<file path="config.mk">
export PLATFORM = sky130hd
export DESIGN_NAME = swc_seq_flat
export DESIGN_NICKNAME = d
export VERILOG_FILES = /design/src/rtl/swc_seq_if.sv /design/src/rtl/swc_seq.sv /design/src/flat_wrapper.sv
export SDC_FILE = /design/constraint.sdc
export NUM_CORES = 1
export LEC_CHECK = 0
export ABC_AREA = 1
export CAP_MARGIN = 25
export CORE_ASPECT_RATIO = 0.9
export CORE_MARGIN = 3
export CORE_UTILIZATION = 45
export CTS_BUF_LIST = sky130_fd_sc_hd__clkbuf_16
export DETAILED_ROUTE_END_ITERATION = 12
export HOLD_SLACK_MARGIN = 0.15
export PLACE_DENSITY = 0.79
export SKIP_LAST_GASP = 1
export SYNTH_ARGS = -nofsm -noshare
export SYNTH_HDL_FRONTEND = slang
export SYNTH_SLANG_ARGS = --single-unit
export TNS_END_PERCENT = 100
</file>
<file path="constraint.sdc">
create_clock -name clock -period 2.1 [get_ports clock]
set_input_delay 0.21 -clock clock [delete_from_list [all_inputs] [get_ports clock]]
set_output_delay 0.21 -clock clock [all_outputs]
set_load 0.005 [all_outputs]
</file>
<file path="src/rtl/swc_seq_if.sv">
// swc_seq_if: client request/grant/done handshake plus the Swc inst/ready port.
// With SWC_SEQ_ABORT_EN defined, the interface also carries abort[1:0] and aborted.
interface swc_seq_if;
   logic [1:0]  req;
   logic [47:0] delay;
   logic [1:0]  grant;
   logic [1:0]  done;
   logic        busy;
   logic [11:0] swc_inst;
   logic        swc_inst_en;
   logic        swc_ready;
`ifdef SWC_SEQ_ABORT_EN
   logic [1:0]  abort;
   logic        aborted;
   modport master (output req, delay, swc_ready, abort,
                   input grant, done, busy, swc_inst, swc_inst_en, aborted);
   modport slave (input req, delay, swc_ready, abort,
                  output grant, done, busy, swc_inst, swc_inst_en, aborted);
`else
   modport master (output req, delay, swc_ready,
                   input grant, done, busy, swc_inst, swc_inst_en);
   modport slave (input req, delay, swc_ready,
                  output grant, done, busy, swc_inst, swc_inst_en);
`endif
endinterface

</file>
<file path="src/rtl/swc_seq.sv">
// swc_seq: two-channel delay sequencer driving one Swc counter (LD0/LD1/LD2/CCD, wait ready).
// SWC_SEQ_ABORT_EN defined adds abort handling (CCS plus counter clear) and the aborted flag.
module swc_seq #(
   parameter bit PRIO_FIXED = 1'b0
) (
   input logic      clock,
   input logic      reset,
   swc_seq_if.slave bus
);
   typedef enum logic [3:0] {IDLE, LD0, LD1, LD2, CCD, WAIT, DONE, ABRT, CLR0, CLR1, CLR2} state_t;
   state_t state, nxt;
   logic [23:0] d, nd, dsel;
   logic w, nw, win, last, kill;
   logic [11:0] ninst;
   // last holds the channel granted most recently; the other one wins a tie
   assign win = &bus.req ? (PRIO_FIXED ? 1'b0 : ~last) : bus.req[1];
   assign dsel = win ? bus.delay[47:24] : bus.delay[23:0];
`ifdef SWC_SEQ_ABORT_EN
   logic ab;
   assign kill = bus.abort[w] && state inside {LD0, LD1, LD2, CCD, WAIT};
   always_ff @(posedge clock) begin
      if (reset) begin
         ab <= 1'b0;
         bus.aborted <= 1'b0;
      end else begin
         ab <= kill ? 1'b1 : state == IDLE ? 1'b0 : ab;
         bus.aborted <= state == DONE && ab;
      end
   end
`else
   assign kill = 1'b0;
`endif
   always_comb begin
      nxt = state;
      nd = d;
      nw = w;
      case (state)
         IDLE: if (|bus.req) begin
            nw = win;
            nd = dsel;
            nxt = dsel == '0 ? DONE : LD0;
         end
         LD0: nxt = LD1;
         LD1: nxt = LD2;
         LD2: nxt = CCD;
         CCD: nxt = WAIT;
         WAIT: nxt = bus.swc_ready ? DONE : WAIT;
         ABRT: nxt = CLR0;
         CLR0: nxt = CLR1;
         CLR1: nxt = CLR2;
         CLR2: nxt = DONE;
         default: nxt = IDLE;
      endcase
      if (kill) nxt = ABRT;
      ninst = nxt == LD0  ? {4'h1, nd[7:0]}   :
              nxt == LD1  ? {4'h2, nd[15:8]}  :
              nxt == LD2  ? {4'h3, nd[23:16]} :
              nxt == CCD  ? 12'h700 :
              nxt == ABRT ? 12'h800 :
              nxt == CLR0 ? 12'h100 :
              nxt == CLR1 ? 12'h200 :
              nxt == CLR2 ? 12'h300 : 12'h000;
   end
   // grant and done are decoded from the current state, so done lands the cycle after DONE
   always_ff @(posedge clock) begin
      if (reset) begin
         state <= IDLE;
         d <= '0;
         w <= 1'b0;
         last <= 1'b1;
         bus.grant <= 2'b00;
         bus.done <= 2'b00;
         bus.busy <= 1'b0;
         bus.swc_inst <= 12'h000;
         bus.swc_inst_en <= 1'b0;
      end else begin
         state <= nxt;
         d <= nd;
         w <= nw;
         if (state == DONE) last <= w;
         bus.grant <= state == IDLE && nxt != IDLE ? 2'b01 << nw : 2'b00;
         bus.done <= state == DONE ? 2'b01 << w : 2'b00;
         bus.busy <= nxt != IDLE;
         bus.swc_inst <= ninst;
         bus.swc_inst_en <= |ninst;
      end
   end
endmodule

</file>
<file path="src/flat_wrapper.sv">
// flat-port wrapper written by rule: the top's interface ports become plain ports
module swc_seq_flat 
#(
   parameter bit PRIO_FIXED = 1'b0
)
  (clock, reset, bus_req, bus_delay, bus_swc_ready, bus_grant, bus_done, bus_busy, bus_swc_inst, bus_swc_inst_en);
  swc_seq_if bus_i ();
  input logic clock;
  input logic reset;
  input wire logic [$bits(bus_i.req)-1:0] bus_req;
  input wire logic [$bits(bus_i.delay)-1:0] bus_delay;
  input wire logic [$bits(bus_i.swc_ready)-1:0] bus_swc_ready;
  output wire logic [$bits(bus_i.grant)-1:0] bus_grant;
  output wire logic [$bits(bus_i.done)-1:0] bus_done;
  output wire logic [$bits(bus_i.busy)-1:0] bus_busy;
  output wire logic [$bits(bus_i.swc_inst)-1:0] bus_swc_inst;
  output wire logic [$bits(bus_i.swc_inst_en)-1:0] bus_swc_inst_en;
  assign bus_i.req = bus_req;
  assign bus_i.delay = bus_delay;
  assign bus_i.swc_ready = bus_swc_ready;
  assign bus_grant = bus_i.grant;
  assign bus_done = bus_i.done;
  assign bus_busy = bus_i.busy;
  assign bus_swc_inst = bus_i.swc_inst;
  assign bus_swc_inst_en = bus_i.swc_inst_en;
  swc_seq #(.PRIO_FIXED(PRIO_FIXED)) u_core (.clock(clock), .reset(reset), .bus(bus_i));
endmodule
</file>
# After elaboration in Yosys (flattened, before gate mapping)
# Cells that the tools add are included.
dict set report totals {
  register_bits 48
  latch_bits 0
  ram_bits 0
  rom_bits 0
  in_bits 53
  out_inout_bits 18
  elab_cells 59
  n_memories 0
}
dict set report op_classes {
  add_sub_neg 0
  multipliers 0
  div_mod_pow 0
  order_cmp 0
  eq_ne 18
  n_shift 2
  muxes 18
  bitwise 3
  n_reduce_logical 9
}
# cell n
set op_table {}
lappend op_table {{2-to-1 mux 12 bit} 7}
lappend op_table {{2-to-1 mux 24 bit} 3}
lappend op_table {{one-hot mux 4 bit (10 select lines)} 1}
lappend op_table {{== test 4 x 3 -> 1 bit, second input constant} 6}
lappend op_table {{== test 4 bit, second input constant} 6}
lappend op_table {{zero test 24 bit} 1}
lappend op_table {{== test 4 x 2 -> 1 bit, second input constant} 4}
lappend op_table {{OR reduction 12 bit} 1}
lappend op_table {{2-to-1 mux 10 bit} 1}
lappend op_table {{== test 4 x 1 -> 1 bit, second input constant} 2}
lappend op_table {{OR reduction 2 bit} 3}
lappend op_table {{zero test 4 bit} 1}
lappend op_table {{2-to-1 mux 4 bit} 1}
lappend op_table {{nonzero test 4 bit} 1}
lappend op_table {{left shift 1 x 1 -> 2 bit, first input constant} 2}
lappend op_table {{2-to-1 mux 1 bit} 3}
lappend op_table {{2-to-1 mux 3 bit} 1}
lappend op_table {{inverter 1 bit} 3}
lappend op_table {{2-to-1 mux 2 bit} 1}
lappend op_table {{AND reduction 2 bit} 1}
lappend op_table {{logical AND 1 bit} 1}

# Depth between registers and ports, before layout
# Gate-level depths: netlist of run 1.
dict set report logic_depth {
  word_depth 17
  mapped_depth 15
  ltp_nobuf 14
}

# Worst setup path before layout of run 1
# Ideal clock, no wire load.
dict set report synth_path {
  kind {flip-flop to flip-flop}
  start {register u_core.last}
  end {register u_core.bus.busy}
  setup_ns 0.128
  arrival_ns 1.424
  required_ns 1.972
  setup_slack_ns 0.549
  stages_incl_launch_ff 14
  n_path_buf 2
  synth_period_minus_slack_ns 1.551
  path_cell_list {dfxtp_1 -> nand2_2 -> buf_6 -> buf_12 -> nand3_2 -> nand2_1 -> nor2_1 -> nand3_1 -> nor2_2 -> nand2_2 -> a21oi_2 -> nand3_1 -> nor2_1 -> nor2_1}
}
dict set report synth_via {
  elab_chain_cells 8
}
# item line
set synth_rtl {}
lappend synth_rtl {{start, declared} swc_seq.sv:13} ;# logic w, nw, win, last, kill;
lappend synth_rtl {{start signal, assigned} swc_seq.sv:80} ;# if (state == DONE) last <= w;
lappend synth_rtl {{inverter 1 bit} swc_seq.sv:16} ;# assign win = &bus.req ? (PRIO_FIXED ? 1'b0 : ~last) : bus.req[1];
lappend synth_rtl {{2-to-1 mux 1 bit} swc_seq.sv:16}
lappend synth_rtl {{2-to-1 mux 24 bit} swc_seq.sv:17} ;# assign dsel = win ? bus.delay[47:24] : bus.delay[23:0];
lappend synth_rtl {{zero test 24 bit} swc_seq.sv:41} ;# nxt = dsel == '0 ? DONE : LD0;
lappend synth_rtl {{2-to-1 mux 3 bit} swc_seq.sv:41}
lappend synth_rtl {{2-to-1 mux 4 bit} swc_seq.sv:38} ;# IDLE: if (|bus.req) begin
lappend synth_rtl {{one-hot mux 4 bit (10 select lines)} swc_seq.sv:37} ;# case (state)
lappend synth_rtl {{nonzero test 4 bit} swc_seq.sv:83} ;# bus.busy <= nxt != IDLE;
lappend synth_rtl {{end signal, assigned} swc_seq.sv:73} ;# bus.busy <= 1'b0;
lappend synth_rtl {{end signal, assigned} swc_seq.sv:83}
lappend synth_rtl {{end, declared} swc_seq_if.sv:23} ;# output grant, done, busy, swc_inst, swc_inst_en);
# Every way passes these cells.
# A chain may end at the register's enable or synchronous reset.

# Worst setup path after layout of run 1
dict set report layout_path {
  start {input port bus_req[1]}
  end {register u_core.bus.swc_inst[4]}
}
dict set report layout_via {
  elab_chain_cells 15
  word_cells_on_any_way 24
  cone_classes {7 x eq/ne; 14 x mux; 3 x reduce/logical}
}
# item line
set layout_rtl {}
lappend layout_rtl {{start, declared} flat_wrapper.sv:10} ;# input wire logic [$bits(bus_i.req)-1:0] bus_req;
lappend layout_rtl {{AND reduction 2 bit} swc_seq.sv:16}
lappend layout_rtl {{2-to-1 mux 1 bit} swc_seq.sv:16}
lappend layout_rtl {{2-to-1 mux 24 bit} swc_seq.sv:17}
lappend layout_rtl {{zero test 24 bit} swc_seq.sv:41}
lappend layout_rtl {{2-to-1 mux 3 bit} swc_seq.sv:41}
lappend layout_rtl {{2-to-1 mux 4 bit} swc_seq.sv:38}
lappend layout_rtl {{one-hot mux 4 bit (10 select lines)} swc_seq.sv:37}
lappend layout_rtl {{== test 4 bit} swc_seq.sv:61} ;# nxt == CLR1 ? 12'h200 :
lappend layout_rtl {{2-to-1 mux 12 bit} swc_seq.sv:61}
lappend layout_rtl {{2-to-1 mux 12 bit} swc_seq.sv:60} ;# nxt == CLR0 ? 12'h100 :
lappend layout_rtl {{2-to-1 mux 12 bit} swc_seq.sv:59} ;# nxt == ABRT ? 12'h800 :
lappend layout_rtl {{2-to-1 mux 12 bit} swc_seq.sv:58} ;# nxt == CCD ? 12'h700 :
lappend layout_rtl {{2-to-1 mux 12 bit} swc_seq.sv:57} ;# nxt == LD2 ? {4'h3, nd[23:16]} :
lappend layout_rtl {{2-to-1 mux 12 bit} swc_seq.sv:56} ;# nxt == LD1 ? {4'h2, nd[15:8]} :
lappend layout_rtl {{2-to-1 mux 12 bit (*)} swc_seq.sv:55} ;# ninst = nxt == LD0 ? {4'h1, nd[7:0]} :
lappend layout_rtl {{end signal, assigned} swc_seq.sv:84} ;# bus.swc_inst <= ninst;
lappend layout_rtl {{end, declared} swc_seq_if.sv:23}
# Mark *: on every way between the ends. The rest lies on a longest branch, timed or not.

==> impl_metrics.env, run 1 <==
export IMPL_gp_congestion=0.877
export IMPL_grt_pass1_vias=2161
export IMPL_syn_area_per_cell_um2=6.62
export IMPL_hold_viol_final=0
export IMPL_p_per_area_nw_per_um2=1130
export IMPL_skew_ns=0.00389
export IMPL_async_flop_share_pct=0
export IMPL_initialDrtViolationCount=126
export IMPL_post_route_period_util_pct=93.5
export IMPL_viasPerCell=4.81
export IMPL_cts_sinks=40
export IMPL_ys_seq_elements=40
export IMPL_grt_busiest_layer="met2"
export IMPL_use_met1_pct=26.2
export IMPL_num_fill_cells=381
export IMPL_fp_dieH_um=71.3
export IMPL_grt_overflow=0
export IMPL_syn_nets=375
export IMPL_initial_utilization_pct=47.2
export IMPL_htree_levels=2
export IMPL_dpl_cell_count=473
export IMPL_startpoint_type="primary input"
export IMPL_path_clk_slew_ns=0.06
export IMPL_critPathArrivalTime_ns=2.13
export IMPL_cp_end_kind="flop"
export IMPL_io_pin_count=71
export IMPL_layout_commonest_cell="nand2_1"
export IMPL_ys_types=32
export IMPL_ys_flop_type="dfxtp_1"
export IMPL_area_growth_pct=52.6
export IMPL_cts_buffers=5
export IMPL_grtUsageMet2_pct=37.1
export IMPL_leakagePower_uw=0.00151
export IMPL_dpl_hpwl_um=4390
export IMPL_cts_tree="yes"
export IMPL_drive_gt1_share_pct=13.1
export IMPL_postCtsHoldBufs=0
export IMPL_track_usage_pct=21.6
export IMPL_rows=23
export IMPL_grt_first_pass_wirelength_um=9610
export IMPL_maxCapViolations=0
export IMPL_die_area_um2=5600
export IMPL_layout_common_cells="nand2_1, clkdlybuf4s50_1, nor2_1"
export IMPL_drc=0
export IMPL_synth_edf_count=0
export IMPL_met3_usage_pct=4.77
export IMPL_synth_seq_area_share_pct=37.6
export IMPL_fin_nets=471
export IMPL_final_cells=481
export IMPL_p_total_uw=3680
export IMPL_finalCriticalPeriod_ns=1.96
export IMPL_ir_drop_uv=932
export IMPL_cp_required_ns=2.27
export IMPL_rsz0062_at_grt="true"
export IMPL_synth_warnings=0
export IMPL_num_vias=2312
export IMPL_clockBufferDepth=2
export IMPL_final_util_pct=72.0
export IMPL_fp_coreArea_um2=4520
export IMPL_synthesis_area_um2=2130
export IMPL_path_class="primary input to flop"
export IMPL_synth_cells=322
export IMPL_chipWidth_um=78.5
export IMPL_wl_um=5780
export IMPL_drtAntennaViolNets=0
export IMPL_final_setup_viol_count=0
export IMPL_final_max_slew_viol_count=0
export IMPL_outcome="complete, no violations"
export IMPL_path_max_fanout=33
export IMPL_clockRootBuffer="clkbuf_16"
export IMPL_wl_per_cell_um=12.0
export IMPL_hold_path_class="flop to flop"
export IMPL_grt_max_degree=34
export IMPL_worstSkewPairLatency_ns=0.28
export IMPL_antenna_found_initial=0
export IMPL_drt_pre_antenna_iters=4
export IMPL_post_cts_buffers=0
export IMPL_holdWs_ns=0.453
export IMPL_max_clock_freq_mhz=509
export IMPL_diodes=0
export IMPL_io_buffers=70
cells by family (layout without fill, tap and decap cells):
kind of cell / Yosys count / in the layout / share of synthesized area, %
AO/OA/AOI/OAI: 39 / 39 / 10.5
buffers and inverters: 47 / 144 / 11.0
flip-flops: 40 / 40 / 37.6
other: 1 / 1 / 0.176
AND/OR/NAND/NOR: 195 / 195 / 40.8
stage by stage:
| stage | cell area [µm²] | setup TNS, ns | worst slack, ns |
|---|---|---|---|
| 4_1_cts | 3250 | 0 | 0.135 |
| 2_1_floorplan | 2130 | 0 | 0.549 |
| 6_report | 3250 | 0 | 0.137 |
| 3_3_place_gp | 3090 | -0.0113 | -0.0113 |
| 5_1_grt | 3250 | -0.0500 | -0.0302 |
| 3_5_place_dp | 3090 | -0.164 | -0.0847 |
metal layers:
metal | vias up | share of wire, %
li1 | 1210 | -
met1 | 1021 | 43
met2 | 71 | 51
met3 | 10 | 4.9
met4 | 0 | 1.6
met5 | - | 0
critical path, stage by stage:
cell,delay (ns)
clkdlybuf4s50_1,0.49
or2_1,0.31
nand2_4,0.09
clkinv_2,0.31
o21ai_0,0.41
o22ai_1,0.12
nor2_1,0.12
nor2_1,0.06
worst paths after layout:
check	from	slack (ns)	to	cells past startpoint
worst min register to register	u_core.w$_SDFF_PP0_	0.45	u_core.bus.done[1]$_SDFF_PP0_	2
worst max register to register	u_core.state[1]$_SDFF_PP0_	0.20	u_core.bus.swc_inst[4]$_SDFF_PP0_	9
worst max-delay path	bus_req[1]	0.14	u_core.bus.swc_inst[4]$_SDFF_PP0_	8
worst min-delay path	u_core.w$_SDFF_PP0_	0.45	u_core.bus.done[1]$_SDFF_PP0_	2
report_power, final:
| part | total, µW | switching (µW) | internal (µW) |
|---|---|---|---|
| Clock | 837 | 285 | 552 |
| Combinational | 1750 | 891 | 857 |
| Sequential | 1100 | 82.9 | 1020 |
final cells by class:
class	instances	area, µm²	area share (%)
Timing Repair Buffer	104	993	30.6
Inverter	32	121	3.73
Multi-Input combinational cell	235	1100	33.7
Sequential cell	40	801	24.6
Clock inverter	3	37.5	1.15
Clock buffer	5	125	3.85
Tap cell	62	77.6	2.39
synthesized netlist by cell type, types with 2 or more instances:
cell / count / share of area (%)
nand2_2: 3 / 0.88
o21ai_1: 6 / 1.4
buf_2: 3 / 0.70
nor3_1: 4 / 0.94
buf_6: 3 / 1.6
nor2_1: 68 / 12
o22ai_1: 8 / 2.3
o21ai_0: 13 / 3.1
clkbuf_1: 6 / 1.1
clkinv_1: 2 / 0.35
nand2_1: 83 / 15
nand3_2: 7 / 3.3
dfxtp_1: 40 / 38
a21oi_1: 7 / 1.6
inv_1: 29 / 5.1
nand3_1: 14 / 3.3
nand3b_1: 11 / 3.9
registers in the layout, summed over array words and instances (netlist names):
name	flops
u_core.d	16
u_core.last	1
u_core.bus.swc_inst	12
u_core.state	4
u_core.bus.grant	2
u_core.bus.busy	1
u_core.bus.swc_inst_en	1
u_core.bus.done	2
u_core.w	1
what timing repair did:
item / CTS / global route
setup endpoints to repair: 0 / 3
endpoints found under the hold margin: 0 / 0
resized for setup: 0 / 2
No activity file was read; power rests on OpenSTA's default activity.
==> run 2, diff against run 1 <==
--- a/constraint.sdc
+++ b/constraint.sdc
@@ -3,2 +3,2 @@
 set_output_delay 0.21 -clock clock [all_outputs]
-set_load 0.005 [all_outputs]
+set_load 0.02 [all_outputs]
==> results of run 2 <==
The final DEF is identical to that of run 1. Status: complete, no violations.
Main changes from that run: total power 3680 µW -> 3810 µW; worst IR drop on VDD 932 µV -> 934 µV
